--- src/rtl/shift_pkg.sv ---
// Shared mode and state encodings for the universal shift register.
package shift_pkg;

   typedef enum logic [2:0] {
      M_HOLD  = 3'd0,
      M_LOAD  = 3'd1,
      M_SHL   = 3'd2,
      M_SHR   = 3'd3,
      M_ROL   = 3'd4,
      M_ROR   = 3'd5,
      M_ASR   = 3'd6,
      M_HOLD7 = 3'd7
   } mode_t;

   typedef enum logic {
      S_IDLE = 1'b0,
      S_BUSY = 1'b1
   } state_t;

   // Only the shift/rotate modes may be run as a burst.
   function automatic logic is_burst_mode(input mode_t m);
      return (m == M_SHL) || (m == M_SHR) || (m == M_ROL) ||
             (m == M_ROR) || (m == M_ASR);
   endfunction

endpackage

--- src/rtl/shift_step.sv ---
// One-step next-value function shared by the single-step and burst paths.
// LOAD and HOLD pass the value through; the top level handles LOAD data.
module shift_step
   import shift_pkg::*;
#(
   parameter int WIDTH = 8
) (
   input  mode_t             mode,
   input  logic [WIDTH-1:0]  value,
   input  logic              ser_in_lsb,
   input  logic              ser_in_msb,
   output logic [WIDTH-1:0]  next_value
);

   // Select the shifted/rotated form of the current value.
   always_comb begin
      next_value = value;
      case (mode)
         M_SHL:   next_value = {value[WIDTH-2:0], ser_in_lsb};
         M_SHR:   next_value = {ser_in_msb, value[WIDTH-1:1]};
         M_ROL:   next_value = {value[WIDTH-2:0], value[WIDTH-1]};
         M_ROR:   next_value = {value[0], value[WIDTH-1:1]};
         M_ASR:   next_value = {value[WIDTH-1], value[WIDTH-1:1]};
         default: next_value = value;
      endcase
   end

endmodule

--- src/rtl/shift_register_universal.sv ---
// Universal shift register with single-step operation and an N-step burst
// engine under a start/busy/done handshake.
//
// state  | meaning
// S_IDLE | live mode applied every edge; a start with a shift mode is accepted
// S_BUSY | latched mode applied every edge until remaining reaches zero
module shift_register_universal
   import shift_pkg::*;
#(
   parameter int WIDTH = 8,
   parameter int AMT_W = 4
) (
   input  logic              clk,
   input  logic              reset,
   input  logic [2:0]        mode,
   input  logic [WIDTH-1:0]  d,
   input  logic              ser_in_lsb,
   input  logic              ser_in_msb,
   input  logic              start,
   input  logic [AMT_W-1:0]  amount,
   output logic [WIDTH-1:0]  outputs,
   output logic              ser_out_msb,
   output logic              ser_out_lsb,
   output logic              busy,
   output logic              done
);

   state_t             state, state_next;
   mode_t              lat_mode, lat_mode_next;
   mode_t              live_mode, step_mode;
   logic [AMT_W-1:0]   remaining, remaining_next;
   logic [WIDTH-1:0]   value_next, step_value;
   logic               done_next;

   assign live_mode = mode_t'(mode);
   assign step_mode = (state == S_BUSY) ? lat_mode : live_mode;

   shift_step #(.WIDTH(WIDTH)) u_step (
      .mode       (step_mode),
      .value      (outputs),
      .ser_in_lsb (ser_in_lsb),
      .ser_in_msb (ser_in_msb),
      .next_value (step_value)
   );

   // State, counter, latched mode, data and done registers.
   always_ff @(posedge clk or posedge reset) begin
      if (reset) begin
         state     <= S_IDLE;
         lat_mode  <= M_HOLD;
         remaining <= '0;
         outputs   <= '0;
         done      <= 1'b0;
      end else begin
         state     <= state_next;
         lat_mode  <= lat_mode_next;
         remaining <= remaining_next;
         outputs   <= value_next;
         done      <= done_next;
      end
   end

   // Next-state, burst bookkeeping and data-path selection.
   always_comb begin
      state_next     = state;
      lat_mode_next  = lat_mode;
      remaining_next = remaining;
      value_next     = outputs;
      done_next      = 1'b0;
      case (state)
         S_IDLE: begin
            if (start && is_burst_mode(live_mode)) begin
               // Acceptance edge: latch only, no shift yet.
               lat_mode_next  = live_mode;
               remaining_next = amount;
               if (amount != '0) state_next = S_BUSY;
               else              done_next  = 1'b1;
            end else if (live_mode == M_LOAD) begin
               value_next = d;
            end else begin
               value_next = step_value;
            end
         end
         S_BUSY: begin
            value_next     = step_value;
            remaining_next = remaining - 1'b1;
            if (remaining == AMT_W'(1)) begin
               state_next = S_IDLE;
               done_next  = 1'b1;
            end
         end
         default: state_next = S_IDLE;
      endcase
   end

   assign busy        = (state == S_BUSY);
   assign ser_out_msb = outputs[WIDTH-1];
   assign ser_out_lsb = outputs[0];

endmodule

--- config.mk ---
export PLATFORM = sky130hd
export DESIGN_NAME = shift_register_universal
export DESIGN_NICKNAME = d
export VERILOG_FILES = /design/src/rtl/shift_pkg.sv /design/src/rtl/shift_step.sv /design/src/rtl/shift_register_universal.sv
export SDC_FILE = /design/constraint.sdc
export NUM_CORES = 1
export LEC_CHECK = 0
export ABC_AREA = 1
export CAP_MARGIN = 15
export CORE_ASPECT_RATIO = 1.5
export CORE_MARGIN = 4
export CORE_UTILIZATION = 43
export DETAILED_ROUTE_END_ITERATION = 10
export MAX_ROUTING_LAYER = met4
export PLACE_DENSITY = 0.74
export SYNTH_ARGS = -nofsm -noshare
export SYNTH_HDL_FRONTEND = slang
export SYNTH_SLANG_ARGS = --single-unit
--- constraint.sdc ---
create_clock -name clk -period 1.3 [get_ports clk]
set_clock_uncertainty 0.1 [all_clocks]
set_input_delay 0.26 -clock clk [delete_from_list [all_inputs] [get_ports clk]]
set_output_delay 0.26 -clock clk [all_outputs]
set_load 0.02 [all_outputs]
==> results.json, run 1 <==
{
  "syn_inst": 182,
  "wl_met3_um": 147,
  "cts_buffer_depth": 2,
  "firstDrtPassIters": 4,
  "crit_path_start_kind": "register",
  "hold_buffers": 0,
  "crit_buf_inv": 1,
  "grt_max_degree": 18,
  "antenna_left": 0,
  "worst_ep_required_time_ns": 1.40,
  "crit_path_end_kind": "register",
  "core-area_um2": 2705,
  "p_leak_nw": 1.001,
  "drv_cap": 0,
  "synth.largest_area_cell": "dfrtp_1",
  "fp-row-count": 23,
  "track_usage": 0.1979,
  "slew_viol_final": 0,
  "dp_hpwl_mm": 2.539,
  "grt_setup_unrepaired": "true",
  "syn_to_final_growth_pct": 57.00,
  "fp.dieW_um": 51.58,
  "max_stage_delay_ns": 0.45,
  "cp.arrival_ns": 1.62,
  "synth.cell_area_um2": 1225,
  "yosys-top-cells-area": "dfrtp_1 (35%), nand2_1 (19%), inv_1 (8.3%), nand3_1 (7.8%), a21oi_1 (4.9%)",
  "slew_headroom": 0.8227,
  "fin_nets": 261,
  "setup_viol": 16,
  "violations": "negative setup slack",
  "synth.most_common_cell": "nand2_1",
  "diodes": 0,
  "path_common_cell": "nand2_1",
  "start_util": 0.4528,
  "worstSetupPathType": "register to register",
  "wl_met1_mm": 1.361,
  "async_flop_share": 1.000,
  "crit_slowest_cell": "dfrtp_2",
  "synth.distinct_cells": 20,
  "drc": 0,
  "worstMarginPinSlew_ns": 0.2651,
  "placed_area_um2": 1784,
  "syn_area_per_cell_um2": 6.730,
  "routed.top_layer": "met4",
  "ys_seq_area_frac": 0.3473,
  "synth_common_cells": "nand2_1 (62), inv_1 (27), nand3_1 (19)",
  "ir_drop_mv": 1.507,
  "wl_met2_mm": 2.004,
  "num_io_pins": 32,
  "wirelength_mm": 3.575,
  "ys_ff_latch": 17,
  "vias": 1364,
  "insertion_delay_ns": 0.26,
  "htree_levels": 1,
  "crit_chain": "buf_12, nand2_2, nand2_4, nand2_4, a21oi_4, nand2_1, nand3_1, nand2_1, nand2_1",
  "path_max_fanout": 7,
  "setup_ws_ns": -0.2217,
  "die-height_um": 73.37,
  "status": "complete, but fails checks",
  "holdWs_ns": 0.2110,
  "syn-num-nets": 204,
  "cts_made_buffers": 3,
  "n_fill_cell": 238,
  "hold_path_class": "primary input to async pin",
  "synth_edf_count": 0,
  "first_iter_violations": 39,
  "fin_setup_tns_ns": -2.334,
  "power_density_nw_per_um2": 2378,
  "fmaxAchievable_mhz": 657.2,
  "gp_congestion": 0.8903,
  "fin_area_um2": 1923,
  "yosysWarnings": 0,
  "layout-drive-gt1-share": 0.3277,
  "hold_violations": 0,
  "fin_crit_sh": 1.171,
  "port_buffers": 31,
  "cts_tree": "yes",
  "path_delay_family": "simple AND/OR/NAND/NOR gates",
  "clkSinkCount": 17,
  "path_clk_slew_ns": 0.07,
  "grt.overflow.total": 0,
  "synth-main-ff-cell": "dfrtp_1",
  "cts_root_buf": "clkbuf_8",
  "viasPerCell": 4.960,
  "grt_pass1_vias": 1314,
  "period_needed_ns": 1.522,
  "die_area_um2": 3784,
  "routedWlPerCell_um": 13.00,
  "grt_first_pass_wirelength_mm": 5.623,
  "synth_top_area_frac": 0.3473,
  "antenna_found_initial": 0
}
==> registers in the layout (all words and copies together) (netlist names) <==
signal     flops
busy           1
remaining      4
outputs        8
lat_mode       3
done           1
==> routing by layer <==
metal	vias up	GRT usage
li1	681	-
met1	646	0.2145
met2	31	0.3584
met3	6	0.02028
met4	0	0.08455
met5	-	-
==> final cells by class <==
type,instances,area (um^2),share of cell area
sequential,17,426.7,0.2219
tap,37,46.29,0.02407
multi-input combinational,132,792.0,0.4118
clock inverter,1,5.005,0.002602
inverter,28,110.1,0.05725
timing repair buffer,57,501.7,0.2609
clock buffer,3,41.29,0.02147
==> placed cells by master (no fill, tap or decap), types with 3 or more instances in the layout <==
cell type,count
a21oi_1,10
buf_2,4
buf_4,22
clkbuf_2,3
clkbuf_8,3
clkdlybuf4s15_2,3
clkdlybuf4s50_1,16
dfrtp_1,16
dlygate4sd2_1,4
inv_1,25
nand2_1,51
nand2_2,11
nand2_4,9
nand3_1,16
nand3_2,3
nor2_1,5
o21ai_0,9
o21ai_1,3
==> what timing repair did <==
action	CTS	global route
gates resized for setup	50	20
endpoints found under the setup margin	29	23
setup buffers	0	3
pin swaps	10	10
gates cloned	0	0
==> path summary, 6_finish.rpt <==
kind / slack (ns) / startpoint / end / depth (start not counted)
max reg2reg: -0.22 / busy / outputs[4] / 9
min in group clk: 0.44 / mode[0] / lat_mode[0] / 4
min: 0.21 / reset / outputs[2] / 3
min reg2reg: 0.46 / lat_mode[1] / lat_mode[1] / 2
max in group asynchronous: 0.67 / reset / busy / 3
max: -0.22 / busy / outputs[4] / 9
==> worst reg2reg max path, stage by stage, from the launching register on <==
cell	delay, ns
dfrtp_2	0.45
buf_12	0.16
nand2_2	0.07
nand2_4	0.11
nand2_4	0.07
a21oi_4	0.24
nand2_1	0.08
nand3_1	0.08
nand2_1	0.05
nand2_1	0.05
==> logic make-up (layout without fill, tap and decap cells) <==
| kind of cell | count (synthesis) | count (layout) | share of synthesized area |
|---|---|---|---|
| AND/OR/NAND/NOR | 103 | 103 | 0.3830 |
| AO/OA/AOI/OAI | 27 | 27 | 0.1318 |
| adder cells (fa/ha/maj) | 2 | 2 | 0.02043 |
| flip-flops | 17 | 17 | 0.3473 |
| buffers and inverters | 33 | 89 | 0.1175 |
==> stage by stage <==
step | power, mW | worst slack [ns] | cells | utilization
after global routing | 4.934 | -0.3305 | 275 | 0.7109
after floorplan | 2.809 | -0.1397 | 182 | -
after global placement | 3.737 | -0.4749 | 268 | 0.6596
after CTS | 4.367 | -0.2175 | 272 | 0.6933
final | 4.573 | -0.2217 | 275 | 0.7109
after detailed placement | 3.836 | -0.5134 | 268 | 0.6596
==> power breakdown <==
part	total, mW	switching [mW]	leakage [nW]	internal (mW)
combinational	3.17	1.84	0.760	1.33
sequential	0.987	0.207	0.215	0.780
clock	0.416	0.203	0.0255	0.213
total	4.57	2.25	1.00	2.33
No activity file was read; power rests on OpenSTA's default activity.
==> run 2: changes to the inputs <==
Settings changed: GPL_ROUTABILITY_DRIVEN from default to 0, SKIP_LAST_GASP from default to 1, SLEW_MARGIN from default to 20.
==> results of run 2 <==
Final layout, timing and power as in run 1 (identical DEF).
